--- src/rtl/rng_ctrl_if.sv ---
// AXI4 write-channel bundle (AW, W, B) between rng_ctrl (master) and the memory side (slave).
interface rng_ctrl_if;
  logic [15:0]  awid_m;
  logic [63:0]  awaddr_m;
  logic [7:0]   awlen_m;
  logic [2:0]   awsize_m;
  logic         awvalid_m;
  logic         awready_m;
  logic [511:0] wdata_m;
  logic [63:0]  wstrb_m;
  logic         wlast_m;
  logic         wvalid_m;
  logic         wready_m;
  logic [15:0]  bid_m;
  logic [1:0]   bresp_m;
  logic         bvalid_m;
  logic         bready_m;

  modport master (
    output awid_m, awaddr_m, awlen_m, awsize_m, awvalid_m,
    output wdata_m, wstrb_m, wlast_m, wvalid_m,
    output bready_m,
    input  awready_m, wready_m, bid_m, bresp_m, bvalid_m
  );

  modport slave (
    input  awid_m, awaddr_m, awlen_m, awsize_m, awvalid_m,
    input  wdata_m, wstrb_m, wlast_m, wvalid_m,
    input  bready_m,
    output awready_m, wready_m, bid_m, bresp_m, bvalid_m
  );
endinterface

--- src/rtl/rng_ctrl.sv ---
// rng_ctrl: streams random 64-byte beats from the generator core into memory with AXI write bursts.
// Configured through soft registers (base, length, seed, start, status, perf counter).
// Optional feature macro: RNG_CTRL_PERF_EN enables the busy-cycle counter read at 0x20.
module rng_ctrl #(
  parameter int unsigned BURST_BEATS     = 64,
  parameter int unsigned MAX_OUTSTANDING = 8
) (
  input  logic              clk,
  input  logic              rst,
  input  logic              softreg_req_valid,
  input  logic              softreg_req_isWrite,
  input  logic [31:0]       softreg_req_addr,
  input  logic [63:0]       softreg_req_data,
  output logic              softreg_resp_valid,
  output logic [63:0]       softreg_resp_data,
  rng_ctrl_if.master        axi,
  input  logic [511:0]      rng_data,
  input  logic              rng_valid,
  output logic              rng_ready,
  output logic [63:0]       rng_seed,
  output logic              rng_seed_load
);

  localparam int unsigned BW = $clog2(BURST_BEATS + 1);
  localparam int unsigned OW = $clog2(MAX_OUTSTANDING + 1);
  localparam logic [63:0] BURST_STRIDE = 64'(BURST_BEATS) << 6;
  localparam logic [31:0] REG_BASE   = 32'h00;
  localparam logic [31:0] REG_LEN    = 32'h08;
  localparam logic [31:0] REG_SEED   = 32'h10;
  localparam logic [31:0] REG_START  = 32'h18;
  localparam logic [31:0] REG_PERF   = 32'h20;

  typedef enum logic [2:0] {
    S_IDLE  = 3'd0,
    S_ADDR  = 3'd1,
    S_DATA  = 3'd2,
    S_DRAIN = 3'd3,
    S_DONE  = 3'd4
  } state_t;

  state_t          state_q, state_d;
  logic [63:0]     base_q, len_q, seed_q, rem_q, aw_addr_q;
  logic [7:0]      aw_len_q;
  logic            aw_valid_q, aw_valid_d;
  logic [BW-1:0]   beat_cnt_q;
  logic [OW-1:0]   out_q, out_d;
  logic            err_q, seed_load_q;
  logic            resp_valid_q;
  logic [63:0]     resp_data_q;
  logic [63:0]     perf_c;

  logic            busy_c, done_c, wr_c, rd_c, start_c, cfg_ok_c;
  logic            aw_hs_c, w_hs_c, b_hs_c, out_dec_c;
  logic [BW-1:0]   cur_burst_c;
  logic            unused_bid;

  // Beats in the next burst: the smaller of what remains and the burst cap.
  function automatic logic [BW-1:0] burst_of(input logic [63:0] n);
    return (n > 64'(BURST_BEATS)) ? BW'(BURST_BEATS) : BW'(n);
  endfunction

  // Handshakes, register-access decode and outstanding-count arithmetic.
  always_comb begin
    busy_c      = (state_q == S_ADDR) || (state_q == S_DATA) || (state_q == S_DRAIN);
    done_c      = (state_q == S_DONE);
    wr_c        = softreg_req_valid && softreg_req_isWrite;
    rd_c        = softreg_req_valid && !softreg_req_isWrite;
    start_c     = wr_c && (softreg_req_addr == REG_START) && !busy_c;
    cfg_ok_c    = wr_c && !busy_c;
    aw_hs_c     = aw_valid_q && axi.awready_m;
    w_hs_c      = (state_q == S_DATA) && rng_valid && axi.wready_m;
    b_hs_c      = axi.bvalid_m;
    out_dec_c   = b_hs_c && (out_q != '0);
    out_d       = out_q + OW'(aw_hs_c) - OW'(out_dec_c);
    cur_burst_c = burst_of(rem_q);
  end

  // Next-state logic and the registered AW-valid decision.
  always_comb begin
    state_d    = state_q;
    aw_valid_d = 1'b0;
    case (state_q)
      S_IDLE, S_DONE: begin
        if (start_c) state_d = (len_q == '0) ? S_DONE : S_ADDR;
      end
      S_ADDR: begin
        if (aw_hs_c) state_d = S_DATA;
      end
      S_DATA: begin
        if (w_hs_c && (beat_cnt_q == BW'(1))) state_d = (rem_q == '0) ? S_DRAIN : S_ADDR;
      end
      S_DRAIN: begin
        if (out_q == '0) state_d = S_DONE;
      end
      default: state_d = S_IDLE;
    endcase
    // Only offer an address when the outstanding window has room after this cycle.
    aw_valid_d = (state_d == S_ADDR) && (out_d < OW'(MAX_OUTSTANDING));
  end

  // FSM state, AW valid and outstanding-response counter.
  always_ff @(posedge clk) begin
    if (rst) begin
      state_q    <= S_IDLE;
      aw_valid_q <= 1'b0;
      out_q      <= '0;
    end else begin
      state_q    <= state_d;
      aw_valid_q <= aw_valid_d;
      out_q      <= out_d;
    end
  end

  // Config registers, burst bookkeeping and sticky error.
  always_ff @(posedge clk) begin
    if (rst) begin
      base_q      <= '0;
      len_q       <= '0;
      seed_q      <= '0;
      seed_load_q <= 1'b0;
      rem_q       <= '0;
      aw_addr_q   <= '0;
      aw_len_q    <= '0;
      beat_cnt_q  <= '0;
      err_q       <= 1'b0;
    end else begin
      seed_load_q <= 1'b0;
      if (cfg_ok_c) begin
        case (softreg_req_addr)
          REG_BASE: base_q <= softreg_req_data;
          REG_LEN:  len_q  <= softreg_req_data;
          REG_SEED: begin
            seed_q      <= softreg_req_data;
            seed_load_q <= 1'b1;
          end
          default: ;
        endcase
      end
      if (b_hs_c && (axi.bresp_m != 2'b00)) err_q <= 1'b1;
      if (start_c) begin
        rem_q     <= len_q;
        aw_addr_q <= {base_q[63:6], 6'b0};
        aw_len_q  <= 8'(burst_of(len_q) - BW'(1));
        err_q     <= 1'b0;
      end else if (aw_hs_c) begin
        rem_q      <= rem_q - 64'(cur_burst_c);
        aw_addr_q  <= aw_addr_q + BURST_STRIDE;
        aw_len_q   <= 8'(burst_of(rem_q - 64'(cur_burst_c)) - BW'(1));
        beat_cnt_q <= cur_burst_c;
      end
      if (w_hs_c) beat_cnt_q <= beat_cnt_q - BW'(1);
    end
  end

  // Soft register read port: one-cycle registered response.
  always_ff @(posedge clk) begin
    if (rst) begin
      resp_valid_q <= 1'b0;
      resp_data_q  <= '0;
    end else begin
      resp_valid_q <= rd_c;
      case (softreg_req_addr)
        REG_BASE:  resp_data_q <= base_q;
        REG_LEN:   resp_data_q <= len_q;
        REG_SEED:  resp_data_q <= seed_q;
        REG_START: resp_data_q <= {61'b0, err_q, busy_c, done_c};
        REG_PERF:  resp_data_q <= perf_c;
        default:   resp_data_q <= '0;
      endcase
    end
  end

`ifdef RNG_CTRL_PERF_EN
  logic [63:0] perf_q;

  // Saturating count of busy cycles for the most recent run.
  always_ff @(posedge clk) begin
    if (rst) begin
      perf_q <= '0;
    end else if (start_c) begin
      perf_q <= '0;
    end else if (busy_c && (perf_q != '1)) begin
      perf_q <= perf_q + 64'(1);
    end
  end

  assign perf_c = perf_q;
`else
  assign perf_c = '0;
`endif

  // AXI drive: AW from registers, W is a gated pass-through of the generator stream.
  assign axi.awid_m    = '0;
  assign axi.awaddr_m  = aw_addr_q;
  assign axi.awlen_m   = aw_len_q;
  assign axi.awsize_m  = 3'd6;
  assign axi.awvalid_m = aw_valid_q;
  assign axi.wdata_m   = rng_data;
  assign axi.wstrb_m   = '1;
  assign axi.wlast_m   = (state_q == S_DATA) && (beat_cnt_q == BW'(1));
  assign axi.wvalid_m  = (state_q == S_DATA) && rng_valid;
  assign axi.bready_m  = 1'b1;
  assign rng_ready     = (state_q == S_DATA) && axi.wready_m;

  assign rng_seed           = seed_q;
  assign rng_seed_load      = seed_load_q;
  assign softreg_resp_valid = resp_valid_q;
  assign softreg_resp_data  = resp_data_q;

  // Single-ID design: response IDs carry no information here.
  assign unused_bid = ^axi.bid_m;

endmodule
--- src/flat_wrapper.sv ---
// flat-port wrapper written by rule: the top's interface ports become plain ports
module rng_ctrl_flat 
#(
  parameter int unsigned BURST_BEATS     = 64,
  parameter int unsigned MAX_OUTSTANDING = 8
)
  (clk, rst, softreg_req_valid, softreg_req_isWrite, softreg_req_addr, softreg_req_data, softreg_resp_valid, softreg_resp_data, rng_data, rng_valid, rng_ready, rng_seed, rng_seed_load, axi_awid_m, axi_awaddr_m, axi_awlen_m, axi_awsize_m, axi_awvalid_m, axi_wdata_m, axi_wstrb_m, axi_wlast_m, axi_wvalid_m, axi_bready_m, axi_awready_m, axi_wready_m, axi_bid_m, axi_bresp_m, axi_bvalid_m);
  rng_ctrl_if axi_i ();
  input  logic clk;
  input  logic rst;
  input  logic softreg_req_valid;
  input  logic softreg_req_isWrite;
  input  logic [31:0] softreg_req_addr;
  input  logic [63:0] softreg_req_data;
  output logic softreg_resp_valid;
  output logic [63:0] softreg_resp_data;
  input  logic [511:0] rng_data;
  input  logic rng_valid;
  output logic rng_ready;
  output logic [63:0] rng_seed;
  output logic rng_seed_load;
  output wire logic [$bits(axi_i.awid_m)-1:0] axi_awid_m;
  output wire logic [$bits(axi_i.awaddr_m)-1:0] axi_awaddr_m;
  output wire logic [$bits(axi_i.awlen_m)-1:0] axi_awlen_m;
  output wire logic [$bits(axi_i.awsize_m)-1:0] axi_awsize_m;
  output wire logic [$bits(axi_i.awvalid_m)-1:0] axi_awvalid_m;
  output wire logic [$bits(axi_i.wdata_m)-1:0] axi_wdata_m;
  output wire logic [$bits(axi_i.wstrb_m)-1:0] axi_wstrb_m;
  output wire logic [$bits(axi_i.wlast_m)-1:0] axi_wlast_m;
  output wire logic [$bits(axi_i.wvalid_m)-1:0] axi_wvalid_m;
  output wire logic [$bits(axi_i.bready_m)-1:0] axi_bready_m;
  input wire logic [$bits(axi_i.awready_m)-1:0] axi_awready_m;
  input wire logic [$bits(axi_i.wready_m)-1:0] axi_wready_m;
  input wire logic [$bits(axi_i.bid_m)-1:0] axi_bid_m;
  input wire logic [$bits(axi_i.bresp_m)-1:0] axi_bresp_m;
  input wire logic [$bits(axi_i.bvalid_m)-1:0] axi_bvalid_m;
  assign axi_awid_m = axi_i.awid_m;
  assign axi_awaddr_m = axi_i.awaddr_m;
  assign axi_awlen_m = axi_i.awlen_m;
  assign axi_awsize_m = axi_i.awsize_m;
  assign axi_awvalid_m = axi_i.awvalid_m;
  assign axi_wdata_m = axi_i.wdata_m;
  assign axi_wstrb_m = axi_i.wstrb_m;
  assign axi_wlast_m = axi_i.wlast_m;
  assign axi_wvalid_m = axi_i.wvalid_m;
  assign axi_bready_m = axi_i.bready_m;
  assign axi_i.awready_m = axi_awready_m;
  assign axi_i.wready_m = axi_wready_m;
  assign axi_i.bid_m = axi_bid_m;
  assign axi_i.bresp_m = axi_bresp_m;
  assign axi_i.bvalid_m = axi_bvalid_m;
  rng_ctrl #(.BURST_BEATS(BURST_BEATS), .MAX_OUTSTANDING(MAX_OUTSTANDING)) u_core (.clk(clk), .rst(rst), .softreg_req_valid(softreg_req_valid), .softreg_req_isWrite(softreg_req_isWrite), .softreg_req_addr(softreg_req_addr), .softreg_req_data(softreg_req_data), .softreg_resp_valid(softreg_resp_valid), .softreg_resp_data(softreg_resp_data), .axi(axi_i), .rng_data(rng_data), .rng_valid(rng_valid), .rng_ready(rng_ready), .rng_seed(rng_seed), .rng_seed_load(rng_seed_load));
endmodule
--- config.mk ---
export PLATFORM = sky130hd
export DESIGN_NAME = rng_ctrl_flat
export DESIGN_NICKNAME = d
export VERILOG_FILES = /design/src/rtl/rng_ctrl_if.sv /design/src/rtl/rng_ctrl.sv /design/src/flat_wrapper.sv
export SDC_FILE = /design/constraint.sdc
export NUM_CORES = 1
export LEC_CHECK = 0
export CAP_MARGIN = 10
export CORE_AREA = 4 4 551 553
export CTS_CLUSTER_SIZE = 40
export DETAILED_ROUTE_END_ITERATION = 7
export DIE_AREA = 0 0 555 557
export PLACE_DENSITY_LB_ADDON = 0.3
export SLEW_MARGIN = 30
export SYNTH_ARGS = -nofsm -noshare
export SYNTH_HDL_FRONTEND = slang
export SYNTH_SLANG_ARGS = --single-unit
--- constraint.sdc ---
create_clock -name clk -period 14.6 [get_ports clk]
set_input_delay 2.92 -clock clk [delete_from_list [all_inputs] [get_ports clk]]
set_output_delay 2.92 -clock clk [all_outputs]
set_load 0.02 [all_outputs]
; ---- Word-level counts from Yosys, hierarchy flattened
; Index checks and enable logic that the tools add are counted.
[word_totals]
register_bits = 410
word_cells = 92
[classes]
addsub = 7
order_cmp = 4
eq_ne = 10
n_mux = 21
bitwise_logic = 1
reduce_logical = 34
[ops]
columns = op, count
row1 = 2-to-1 mux 64 bit, 4
row2 = one-hot mux 64 bit (4 select lines), 1
row3 = greater-than comparator 64 x 7 -> 1 bit (second input constant), 3
row4 = logical NOT 64 bit, 2
row5 = adder 64 x 13 -> 64 bit (second input constant), 1
row6 = == test 32 x 5 -> 1 bit (second input constant), 2
row7 = subtractor 64 x 7 -> 64 bit, 1
row8 = 2-to-1 mux 7 bit, 6
row9 = == test 32 x 4 -> 1 bit (second input constant), 1
row10 = logical NOT 32 bit, 1
row11 = 2-to-1 mux 8 bit, 2
row12 = subtractor 7 x 1 -> 8 bit (second input constant), 2
row13 = 2-to-1 mux 3 bit, 5
row14 = logical AND 1 bit, 14
row15 = one-hot mux 3 bit (4 select lines), 1
row16 = AND reduction 2 bit, 4
row17 = == test 7 x 1 -> 1 bit (second input constant), 1
row18 = subtractor 7 x 1 -> 7 bit (second input constant), 1
row19 = == test 3 x 1 -> 1 bit (second input constant), 2
row20 = == test 3 x 2 -> 1 bit (second input constant), 2
row21 = nonzero test 2 bit, 3
row22 = OR reduction 2 bit, 3
row23 = adder 4 x 1 -> 4 bit, 1
row24 = logical NOT 4 bit, 1
row25 = 11 further kinds, 13

; ---- Depth between registers and ports, before layout
[depth]
word_depth = 9
mapped_depth = 27
mapped_depth_nobuf = 21

; ---- Worst setup path after synthesis
; No wires, ideal clock.
[synth_timing]
path_kind = input-to-reg
startpoint = in softreg_req_addr[4]
endpoint = reg u_core.aw_len_q[4], in the netlist u_core.axi.awlen_m[4]
setup_ns = 0.079
arrival_time_ns = 6.158
t_required_ns = 14.521
slack_ns = 8.362
cell_stages = 18
cell_sequence = clkbuf_1 -> nand2_1 -> inv_1 -> nand4bb_1 -> clkbuf_1 -> nand4b_1 -> a2111oi_0 -> nand4_1 -> or4_1 -> or4_4 -> buf_6 -> nor2_1 -> a41oi_1 -> ha_1 -> a21oi_1 -> a21oi_1 -> o21a_1 -> a211oi_2
[synth_between]
elab_chain_len = 4
word_cells_on_any_way = 5
cone_classes = 1 x eq/ne / 1 x mux / 3 x reduce/logical
[synth_lines]
columns = element, line_no
row1 = "start, declared", flat_wrapper.sv:13  ; input logic [31:0] softreg_req_addr;
row2 = == test 32 x 5 -> 1 bit *, rng_ctrl.sv:68  ; start_c = wr_c && (softreg_req_addr == REG_START) && !busy_c;
row3 = logical AND 1 bit * (2 in series), rng_ctrl.sv:68
row4 = 2-to-1 mux 8 bit / nonzero test 2 bit (equally long branches), n/a
row5 = "end signal, assigned", rng_ctrl.sv:143  ; aw_len_q <= 8'(burst_of(len_q) - BW'(1));
row6 = "end signal, assigned", rng_ctrl.sv:148  ; aw_len_q <= 8'(burst_of(rem_q - 64'(cur_burst_c)) - BW'(1));
row7 = "end, declared", rng_ctrl.sv:43  ; logic [7:0] aw_len_q;
; Mark *: on every way between the ends. The rest lies on a longest branch, timed or not.
; A chain may end at the register's enable or synchronous reset.

; ---- Worst setup path after layout
[layout_timing]
startpoint = in axi_wready_m
endpoint = out rng_ready
[layout_between]
elab_chain_len = 1
[layout_lines]
columns = element, line_no
row1 = "start, declared", flat_wrapper.sv:33  ; input wire logic [$bits(axi_i.wready_m)-1:0] axi_wready_m;
row2 = logical AND 1 bit, rng_ctrl.sv:203  ; assign rng_ready = (state_q == S_DATA) && axi.wready_m;
row3 = "end, declared", flat_wrapper.sv:19  ; output logic rng_ready;
; Every way passes these cells.

==> impl_metrics.env <==
export IMPL_outcome="completed"
export IMPL_synth_distinct_cells=71
export IMPL_crit_buf_inv=2
export IMPL_worst_path_most_repeated_cell="clkdlybuf4s50_1"
export IMPL_wirelength_microns=153600
export IMPL_cts_num_sinks=404
export IMPL_worstMarginPinSlew_ns=0.9332
export IMPL_critPathLaunch="axi_wready_m"
export IMPL_path_class="in -> out"
export IMPL_clockBufferDepth=3
export IMPL_reg2reg_depth=20
export IMPL_hold_end="u_core.axi.awlen_m[6]$_SDFFE_PP0P_"
export IMPL_area_growth_pct=23.85
export IMPL_synth_edf_count=0
export IMPL_vias_per_cell=2.923
export IMPL_finClkSkew_ns=0.03684
export IMPL_pre_cts_slack_ns=7.123
export IMPL_rr_endpoint="u_core.axi.awlen_m[4]$_SDFFE_PP0P_"
export IMPL_rsz0062_at_grt="no"
export IMPL_seq_area_frac_synth_pct=34.73
export IMPL_powerDensity_nw_per_um2=91.67
export IMPL_grt_max_degree=152
export IMPL_switchingPower_uw=705.8
export IMPL_core_rowCount=201
export IMPL_post_cts_repair_setup_buffers=0
export IMPL_coreArea_sq_um=298800
export IMPL_place_congestion=0.7974
export IMPL_max_freq_mhz=137.7
export IMPL_p_clk_share_pct=51.9
export IMPL_hpwl_microns=125500
export IMPL_holdPathStages=2
export IMPL_netlist_area_sq_um=23290
export IMPL_die_x_microns=555
export IMPL_power_share_combinational_pct=6.0
export IMPL_start_kind="primary input"
export IMPL_worstSkewPairLatency_ns=0.71
export IMPL_setup_ws_ns=7.335
export IMPL_ys_flop_type="dfxtp_1"
export IMPL_ys_ff_latch=404
export IMPL_yosys_warnings=0
export IMPL_wl_per_cell_microns=22.88
export IMPL_syn_area_per_cell_sq_um=7.871
export IMPL_power_leakage_uw=0.009080
export IMPL_remaining_drc_errors=0
export IMPL_grt_pass1_wl_microns=197000
export IMPL_cts_tree="done"
export IMPL_drt_iter0_drc=1291
export IMPL_multi_input_area_sq_um=10370
export IMPL_fillerInstances=34780
export IMPL_hold_class="reg -> reg"
export IMPL_critPathMaxFanout=2
export IMPL_relSlewSlack_pct=37.64
export IMPL_track_usage_pct=9.507
export IMPL_worstPathCellList="clkdlybuf4s50_1, and2_1, clkdlybuf4s50_1"
export IMPL_portBuffers=305
export IMPL_r2r_slack_ns=7.95
export IMPL_seqCellArea_sq_um=8088
export IMPL_postSynth_asyncResetShare_pct=0
export IMPL_post_route_period_util_pct=49.76
export IMPL_cp_data_arrival_time_ns=4.34
export IMPL_internal_power_uw=1938
export IMPL_first_global_vias=19240
export IMPL_required_ns=11.68
export IMPL_cp_slowest_cell="clkdlybuf4s50_1"
export IMPL_vias=19630
export IMPL_drv_cap=0
export IMPL_place_inst=6604
export IMPL_finalMaxSlewViolations=0
export IMPL_firstDrtPassIters=5
export IMPL_io_pins=1436
export IMPL_cts_max_level=2
export IMPL_overflow=0
export IMPL_synthCells=2959
export IMPL_cts_root_buf="clkbuf_16"
export IMPL_ir_worst_vdd_uv=65.62
export IMPL_setup_viol=0
export IMPL_hold_viol_final=0
export IMPL_swShare_pct=26.69
export IMPL_drive_gt1_share_pct=6.856
export IMPL_finalSetupTns_ns=0
export IMPL_numCtsBuffers=54
export IMPL_critPathTopFamily="buffers and inverters"
export IMPL_antenna_found_initial=32
export IMPL_die_area_sq_um=309100
export IMPL_timing_rr_start="u_core.rem_q[8]$_SDFFE_PP0P_"
export IMPL_period_needed_ns=7.265
export IMPL_p_seq_share_pct=42.0
export IMPL_ctsHoldBuffers=0
export IMPL_clk_pin_slew_worst_paths_ns=0.06
export IMPL_power_uw=2644
export IMPL_cp_end_kind="output pin"
export IMPL_stdcell_count=6714
export IMPL_cts_resized=0
export IMPL_max_stage_delay_ns=0.66
export IMPL_start_util_pct=7.795
export IMPL_hp_start="u_core.axi.awlen_m[6]$_SDFFE_PP0P_"
export IMPL_antenna_left=0
export IMPL_nets=3347
export IMPL_die_y_microns=557
## tightest hold or removal path: stages (launching register included)
cell and delay, ns:
dfxtp_1 0.31, nand2_1 0.05, o21ai_1 0.05
## synthesized netlist by cell type, types with 19 or more instances
cell type    n  area share [%]
a211oi_1   100             3.2
a21oi_1    223             4.8
a311oi_1    21            0.79
buf_1       20            0.32
buf_4      602              19
clkbuf_1   139             2.2
dfxtp_1    404              35
inv_1       29            0.47
mux2i_1    129             5.5
nand2_1    372             6.0
nand3_1     44            0.95
nand4_1     22            0.59
nor2_1     395             6.4
nor3_1      51             1.1
nor4_1      38             1.0
o21ai_0     37            0.80
or3_1       39             1.0
or4_1       19            0.61
xnor2_1     58             2.2
xor2_1      48             1.8
## cell families (layout without fill, tap and decap cells)
kind of cell | count (synthesis) | after routing | synth area share (%)
xor gates and xnor gates | 106 | 106 | 3.986
adders and majority gates | 11 | 11 | 0.6232
buffers and inverters | 796 | 490 | 22.61
other | 2 | 105 | 0.03225
DFF | 404 | 404 | 34.73
muxes | 131 | 131 | 5.738
and+or+nand+nor | 1057 | 1057 | 20.19
AOI/OAI and AO/OA | 452 | 452 | 12.10
## worst max-delay path by stage
stage	end	depth (start not counted)	slack, ns
after floorplan	u_core.axi.awlen_m[4]$_SDFFE_PP0P_	18	8.36
after global placement	u_core.axi.awlen_m[4]$_SDFFE_PP0P_	16	7.11
after detailed placement	u_core.axi.awlen_m[4]$_SDFFE_PP0P_	16	7.12
after CTS	rng_ready	3	7.32
after global routing	rng_ready	3	7.30
final	rng_ready	3	7.34
## metal layers
layer | wire length [microns] | up-vias | global-route usage [%] | part of all wire, %
met4 | 10910 | 6 | 6.038 | 7.1
met3 | 15540 | 508 | 3.843 | 10
li1 | - | 8819 | - | -
met1 | 49870 | 9326 | 8.974 | 32
met2 | 77290 | 967 | 17.09 | 50
met5 | 41 | - | 0.01544 | 0.027
## placed cells by master, fill, tap and decap left out, types with 15 or more instances in the layout
| cell type | netlist | final |
|---|---|---|
| xnor2_1 | 58 | 58 |
| a311oi_1 | 21 | 21 |
| or3_1 | 39 | 38 |
| mux2i_1 | 129 | 129 |
| dfxtp_1 | 404 | 404 |
| conb_1 | 2 | 91 |
| a21oi_1 | 223 | 223 |
| clkdlybuf4s50_1 | 0 | 301 |
| inv_1 | 29 | 29 |
| or4_1 | 19 | 19 |
| o21ai_0 | 37 | 37 |
| buf_4 | 602 | 57 |
| nand3_1 | 44 | 44 |
| nand4_1 | 22 | 22 |
| nand2_1 | 372 | 372 |
| and3_1 | 16 | 15 |
| clkbuf_16 | 0 | 54 |
| xor2_1 | 48 | 48 |
| nor2_1 | 395 | 393 |
| nor3_1 | 51 | 50 |
| nor4_1 | 38 | 33 |
| a211oi_1 | 100 | 100 |
## flip-flops by register name, indices dropped and copies added, names as in the netlist
register,cells
u_core.base_q,64
u_core.len_q,64
u_core.rem_q,64
u_core.rng_seed,64
u_core.softreg_resp_data,64
u_core.axi.awaddr_m,58
u_core.axi.awlen_m,8
u_core.beat_cnt_q,7
u_core.out_q,4
u_core.state_q,3
u_core.axi.awvalid_m,1
u_core.err_q,1
u_core.rng_seed_load,1
u_core.softreg_resp_valid,1
## power groups by stage
stage	registers, uW	logic (uW)	clock network, uW
finish	1110	160	1370
global route	1110	173	1490
CTS	1110	160	1450
detailed placement	1140	160	0
floorplan	1130	313	0
global placement	1140	160	0
## through the flow
step                      instance area, sq um  hold slack, ns  utilization (%)
after detailed placement                 27030          0.4488            9.047
after global placement                   26970          0.4446            9.027
after CTS                                28800          0.4578            9.640
after floorplan                          23620          0.4318                -
final                                    28840          0.4555            9.654
after global routing                     28830          0.4792            9.648
## area by class of cell
class	count	share of cell area, %
flip-flops and latches	404	28.04
clock inverters	25	0.9587
diodes	14	0.1215
repair buffers	363	12.17
clock buffers	71	5.184
multi-input cells	1848	35.96
inverters	31	0.4034
well taps	3958	17.17
Power figures use the tool's default switching activity.
